`src/rtl/mem_arb_pkg.sv`:
```
// -----------------------------------------------------------------------------
// mem_arb_pkg
// Shared constants for the single-port memory arbiter.
// Port indices identify which requester owns an outstanding read response:
//   PORT_IF - instruction-fetch requester (P0)
//   PORT_LS - load/store requester (P1)
// -----------------------------------------------------------------------------
package mem_arb_pkg;

    typedef logic port_idx_t;

    localparam port_idx_t PORT_IF = 1'b0;
    localparam port_idx_t PORT_LS = 1'b1;

endpackage : mem_arb_pkg

```
`src/rtl/mem_arb_starve_cnt.sv`:
```
// -----------------------------------------------------------------------------
// mem_arb_starve_cnt
// Saturating wait counter for one low-priority requester. Counts consecutive
// cycles in which the requester asked but was not granted and raises force_o
// once the count reaches LIMIT. LIMIT = 0 disables the mechanism entirely.
//
// Ports:
//   clk      - clock, rising edge
//   rst_n    - asynchronous active-low reset
//   inc_i    - requester denied this cycle: count up (saturating), else clear
//   force_o  - count has reached LIMIT; the arbiter must grant this requester
// -----------------------------------------------------------------------------
module mem_arb_starve_cnt #(
    parameter int LIMIT = 4
) (
    input  logic clk,
    input  logic rst_n,
    input  logic inc_i,
    output logic force_o
);

    // $clog2(1) is 0, so a disabled counter still keeps one bit.
    localparam int               CNT_W   = (LIMIT > 0) ? $clog2(LIMIT + 1) : 1;
    localparam logic [CNT_W-1:0] CNT_MAX = CNT_W'(LIMIT);

    logic [CNT_W-1:0] cnt_q;
    logic [CNT_W-1:0] cnt_d;

    // NOTE: every combinational output gets a default first so no path can
    // leave it unassigned and infer a latch.
    always_comb begin
        cnt_d = '0;
        if (inc_i) begin
            cnt_d = (cnt_q == CNT_MAX) ? cnt_q : cnt_q + CNT_W'(1);
        end
    end

    // NOTE: state registers use non-blocking assignments so every flop samples
    // pre-edge values regardless of process evaluation order.
    always_ff @(posedge clk or negedge rst_n) begin
        if (!rst_n) begin
            cnt_q <= '0;
        end else begin
            cnt_q <= cnt_d;
        end
    end

    assign force_o = (LIMIT != 0) && (cnt_q == CNT_MAX);

endmodule : mem_arb_starve_cnt

```
`src/rtl/mem_sp_arbiter.sv`:
```
// -----------------------------------------------------------------------------
// mem_sp_arbiter
// Shares one synchronous single-port memory (1-cycle registered read, byte
// write enables) between an instruction-fetch port (P0) and a load/store port
// (P1). P1 has fixed priority; a starvation counter forces a P0 grant after
// STARVE_LIMIT consecutive denied cycles. Read data returns to the owning
// port one cycle after its grant; the pipeline overlaps with no bubble.
//
// Ports:
//   clk, rst_n                 - clock / asynchronous active-low reset
//   i_pN_req/addr/wdata/wen    - requester N command; wen == 0 means read
//   o_pN_gnt                   - command of port N accepted at the next edge
//   o_pN_rvalid / o_pN_rdata   - read data for port N (rdata qualified by rvalid)
//   o_mem_addr/wdata/wen       - memory command (all zero when idle)
//   i_mem_rdata                - registered memory read data
// -----------------------------------------------------------------------------
module mem_sp_arbiter
    import mem_arb_pkg::*;
#(
    parameter int DATA_WIDTH   = 64,
    parameter int ADDR_WIDTH   = DATA_WIDTH,
    parameter int DATA_BYTES   = DATA_WIDTH / 8,
    parameter int STARVE_LIMIT = 4
) (
    input  logic                  clk,
    input  logic                  rst_n,

    input  logic                  i_p0_req,
    input  logic [ADDR_WIDTH-1:0] i_p0_addr,
    input  logic [DATA_WIDTH-1:0] i_p0_wdata,
    input  logic [DATA_BYTES-1:0] i_p0_wen,
    output logic                  o_p0_gnt,
    output logic                  o_p0_rvalid,
    output logic [DATA_WIDTH-1:0] o_p0_rdata,

    input  logic                  i_p1_req,
    input  logic [ADDR_WIDTH-1:0] i_p1_addr,
    input  logic [DATA_WIDTH-1:0] i_p1_wdata,
    input  logic [DATA_BYTES-1:0] i_p1_wen,
    output logic                  o_p1_gnt,
    output logic                  o_p1_rvalid,
    output logic [DATA_WIDTH-1:0] o_p1_rdata,

    output logic [ADDR_WIDTH-1:0] o_mem_addr,
    output logic [DATA_WIDTH-1:0] o_mem_wdata,
    output logic [DATA_BYTES-1:0] o_mem_wen,
    input  logic [DATA_WIDTH-1:0] i_mem_rdata
);

    logic      force0;
    logic      gnt0;
    logic      gnt1;

    logic      resp_valid_q;
    logic      resp_valid_d;
    port_idx_t resp_owner_q;
    port_idx_t resp_owner_d;

    // ------------------------------------------------------------------
    // Grant: P1 wins unless P0 has waited long enough and is still asking.
    // Grants are qualified by rst_n so the memory sees a quiet bus (and no
    // write) for as long as reset is held, even if requesters keep asking.
    // ------------------------------------------------------------------
    always_comb begin
        gnt1 = rst_n && i_p1_req && !(force0 && i_p0_req);
        gnt0 = rst_n && i_p0_req && !gnt1;
    end

    assign o_p0_gnt = gnt0;
    assign o_p1_gnt = gnt1;

    mem_arb_starve_cnt #(
        .LIMIT   (STARVE_LIMIT)
    ) u_starve (
        .clk     (clk),
        .rst_n   (rst_n),
        .inc_i   (i_p0_req && !gnt0),
        .force_o (force0)
    );

    // ------------------------------------------------------------------
    // Memory command mux. Idle cycles issue a harmless read of address 0.
    // ------------------------------------------------------------------
    always_comb begin
        o_mem_addr  = '0;
        o_mem_wdata = '0;
        o_mem_wen   = '0;
        if (gnt0) begin
            o_mem_addr  = i_p0_addr;
            o_mem_wdata = i_p0_wdata;
            o_mem_wen   = i_p0_wen;
        end else if (gnt1) begin
            o_mem_addr  = i_p1_addr;
            o_mem_wdata = i_p1_wdata;
            o_mem_wen   = i_p1_wen;
        end
    end

    // ------------------------------------------------------------------
    // Response tracker: remembers who issued the read accepted at this edge.
    // The owner only changes on a read grant; valid alone gates the return.
    // ------------------------------------------------------------------
    always_comb begin
        resp_valid_d = 1'b0;
        resp_owner_d = resp_owner_q;
        if (gnt0 && (i_p0_wen == '0)) begin
            resp_valid_d = 1'b1;
            resp_owner_d = PORT_IF;
        end else if (gnt1 && (i_p1_wen == '0)) begin
            resp_valid_d = 1'b1;
            resp_owner_d = PORT_LS;
        end
    end

    always_ff @(posedge clk or negedge rst_n) begin
        if (!rst_n) begin
            resp_valid_q <= 1'b0;
            resp_owner_q <= PORT_IF;
        end else begin
            resp_valid_q <= resp_valid_d;
            resp_owner_q <= resp_owner_d;
        end
    end

    assign o_p0_rvalid = resp_valid_q && (resp_owner_q == PORT_IF);
    assign o_p1_rvalid = resp_valid_q && (resp_owner_q == PORT_LS);
    assign o_p0_rdata  = i_mem_rdata;
    assign o_p1_rdata  = i_mem_rdata;

endmodule : mem_sp_arbiter

```
`config.mk`:
```
export PLATFORM = sky130hd
export DESIGN_NAME = mem_sp_arbiter
export DESIGN_NICKNAME = d
export VERILOG_FILES = /design/src/rtl/mem_arb_pkg.sv /design/src/rtl/mem_arb_starve_cnt.sv /design/src/rtl/mem_sp_arbiter.sv
export SDC_FILE = /design/constraint.sdc
export NUM_CORES = 1
export LEC_CHECK = 0
export ABC_CLOCK_PERIOD_IN_PS = 2500
export BUFFER_PORTS_ARGS = -buffer_cell sky130_fd_sc_hd__buf_2
export CAP_MARGIN = 20
export CORE_AREA = 2 2 237 239
export CTS_CLUSTER_DIAMETER = 100
export CTS_CLUSTER_SIZE = 25
export DETAILED_ROUTE_END_ITERATION = 10
export DIE_AREA = 0 0 239 241
export GPL_TIMING_DRIVEN = 0
export PLACE_DENSITY = 0.37
export SETUP_SLACK_MARGIN = 0.3
export SYNTH_ARGS = -nofsm -noshare
export SYNTH_HDL_FRONTEND = slang
export SYNTH_SLANG_ARGS = --single-unit
```
`constraint.sdc`:
```
create_clock -name clk -period 2.5 [get_ports clk]
set_clock_uncertainty 0.05 [all_clocks]
set_input_delay 0.125 -clock clk [delete_from_list [all_inputs] [get_ports clk]]
set_output_delay 0.125 -clock clk [all_outputs]
set_load 0.005 [all_outputs]
```
==> results by group <==
Run status
  • Status: finished clean

Clock tree
  • Root buffer cell: clkbuf_16
  • CTS Sinks: 5
  • CTS tree: yes
  • Num CTS Buffers: 3
  • Clk slew on worst S/H paths: 0.03 ns
  • CTS Buffer Depth: 2
  • H-Tree Depth: 1
  • Clk_lat worst skew: 0.23 ns

Drt
  • ANT nets after route: 0
  • Via density: around 3
  • Drt drc: 0
  • Initial DRC count: 95
  • Via count: 4922
  • Avg WL per Cell: about 19 µm
  • DRT Pass-1 Iters: 5
  • Final wirelength: approximately 30 mm

Critical path
  • Reg2reg path depth: 8
  • Worst Setup End Kind: output pin
  • Worst r2r src: u_starve.cnt_q[0]
  • R2R Path End: u_starve.cnt_q[2]
  • WS Path Type: flip-flop to output pin
  • Crit path required time: 2.33 ns
  • CP startpoint kind: flip-flop
  • Worst R2R Setup Slack: around 0.87 ns
  • Arrival @ worst endpoint: approximately 1.9 ns
  • Largest fanout on the critical path: 10

Synthesis
  • Top cell type's share of synthesized area: 0.450
  • Number of synthesized register bits: 5
  • Synth warn: 0
  • Synth Cell Area: roughly 0.0026 mm²
  • Area leader, netlist: a22o_1
  • Yosys cell types: 27
  • Avg Cell Area, Syn: 7.91 µm²
  • Register area share after synthesis: 0.0479
  • Top cells by area, synth: a22o_1 (45%), buf_4 (37%), dfrtp_1 (4.8%), buf_2 (3.8%), clkbuf_1 (1.2%)
  • Post-Synthesis Cells: 330
  • Synthesized net count: 672

Hold path
  • HP Start: i_p0_req
  • Hold-critical path depth: 3
  • Hold Path End: u_starve.cnt_q[2]
  • Hold Path Class: input pin to flip-flop

Layout
  • Util after Layout: 0.125
  • Nets: 1232
  • Finished Cell Area: 0.00685 mm²
  • Non-Filler Instances: 1604
  • Share of layout cells above drive strength 1: 0.820
  • Area growth syn-to-layout: 162%

GRT
  • First-pass GRT wire length: 36.6 mm
  • Antenna violations before repair: 12
  • Largest net degree at the start of global routing: 11
  • Overflow after GRT: 0
  • Vias in the first global route: 4851
  • GRT Resource Usage Total: 0.0934

Power
  • Cell Pwr Density: 212 mW/mm²
  • Combinational group share of total power: 0.753
  • Leakage power: 0.00391 µW
  • Sw Pwr: ~530 µW
  • Internal power: 921 µW
  • Peak supply drop: 0.000118 V
  • Sequential share of power: 0.061
  • Clock power share: 0.186
  • Net Sw Frac: 0.365

Die
  • Initial Utilization: 0.0476
  • Die area: 0.0576 mm²
  • Core Area: about 0.055 mm²
  • Vert. Die Dim: 241 µm
  • Die X: 239 µm
  • FP Rows: 86
  • IO Pins: 608

Timing
  • # setup viols final: 0
  • Crit path time final: 2.10 ns
  • Final hold vios: 0
  • Worst slew pin tran: 0.849 ns
  • Ratio of final minimum period to clock period: 0.841
  • Max Freq: 475 MHz
  • Max-slew violations: 0
  • RSZ-0062 raised after global routing: no
  • Max-slew headroom: 0.429
  • Hold_ws: around 0.16 ns

Placement
  • Routability congestion estimate from global placement: 0.829
  • Port Buffers: 543
  • DPL Wire Length: 26.8 mm
  • Post-DP Area: 0.00621 mm²
  • Number of cells after detailed placement: 1577

Flow run
  • Max Cap Viol: 0
registers in the layout (all words and copies together), names as in the netlist:
| name | flops |
|---|---|
| resp_owner_q | 1 |
| resp_valid_q | 1 |
| u_starve.cnt_q | 3 |
area by class of cell:
class / instances / area, µm²
well taps: 704 / 881
inverters: 3 / 18.8
repair buffers: 554 / 2900
clock buffers: 4 / 78.8
multi-input cells: 165 / 1470
plain buffers: 157 / 1340
fillers: 6391 / 48000
diodes: 11 / 27.5
flip-flops and latches: 5 / 125
repair inverters: 1 / 7.51
layer usage:
metal	vias up	global-route usage	wire length, µm
met1	2235	0.0829	9760
met5	-	0	13
met2	377	0.193	16600
li1	2267	-	-
met3	41	0.0183	2440
met4	2	0.0545	1670
stage by stage:
stage	TNS, ns	setup slack, ns	total power, µW
2_1_floorplan	0	0.860	477
3_3_place_gp	-2.27	-0.353	1100
3_5_place_dp	-2.24	-0.356	1110
4_1_cts	0	0.244	1450
5_1_grt	0	0.302	1560
6_report	0	0.397	1450
how the worst max path moves through the flow:
stage	from	to	slack [ns]	depth (start not counted)
after floorplan	u_starve.cnt_q[0]	o_mem_addr[14]	0.86	8
after global placement	u_starve.cnt_q[0]	o_mem_wdata[4]	-0.35	8
after detailed placement	u_starve.cnt_q[0]	o_mem_wdata[4]	-0.36	8
after CTS	u_starve.cnt_q[0]	o_mem_wdata[4]	0.24	9
after global routing	u_starve.cnt_q[0]	o_mem_wdata[34]	0.30	9
final	u_starve.cnt_q[0]	o_mem_wdata[32]	0.40	9
worst max-delay path, cell delays in order, from the launching register on:
cell and delay (ns):
dfrtp_1 0.37, inv_2 0.08, ha_4 0.16, nand3_2 0.10, nand3_4 0.15, clkinvlp_4 0.14
buf_12 0.15, clkbuf_16 0.17, a22o_4 0.24, buf_2 0.13
synthesized netlist by cell type:
cell type	count
a2111o_1	1
a21boi_0	2
a21oi_1	1
a22o_1	134
a22o_2	1
and2_1	1
and3_1	1
buf_1	1
buf_2	20
buf_4	128
clkbuf_1	8
dfrtp_1	5
ha_1	2
inv_1	2
inv_2	1
mux2_2	1
nand2_1	4
nand2b_1	1
nand3_1	4
nor2_1	1
nor2b_1	1
nor3_1	1
nor4_1	2
o21ai_0	2
o2bb2ai_1	1
or3_1	2
or4_1	2
kinds of logic after synthesis:
logic type                 Yosys count  synth area share
adders and majority gates            2           0.00959
and+or+nand+nor                     20            0.0417
AOI/OAI and AO/OA                  142             0.473
DFF                                  5            0.0479
muxes                                1           0.00431
buffers and inverters              160             0.424
power groups by stage:
| stage | sequential [µW] | clock [µW] | combinational [µW] |
|---|---|---|---|
| after floorplan | 88.3 | 0 | 389 |
| after global routing | 89.0 | 280 | 1190 |
| after CTS | 87.8 | 270 | 1100 |
| after detailed placement | 88.7 | 0 | 1020 |
| after global placement | 88.7 | 0 | 1020 |
| final | 88.7 | 270 | 1090 |
repair_timing:
item,in CTS,in global routing
endpoints found under the setup margin,137,123
setup buffers,5,2
pin swaps,2,0
hold endpoints to repair,5,0
hold buffers,1,0
cloned,3,1
resized for setup,86,23
placed cells by master (no fill, tap or decap), types with 2 or more instances in the layout:
cell         n
buf_12       4
clkbuf_16    6
nor4_1       2
a22o_4       5
dfrtp_1      5
o21ai_0      2
or4_1        2
a21boi_0     2
clkbuf_4     4
buf_2      530
inv_2        2
nand3_1      2
a22o_1     129
buf_4      148
nand2_1      3
buf_6       12
diode_2     11
clkbuf_8     4
buf_8        4
or3_1        2
No activity file was read; power rests on OpenSTA's default activity.
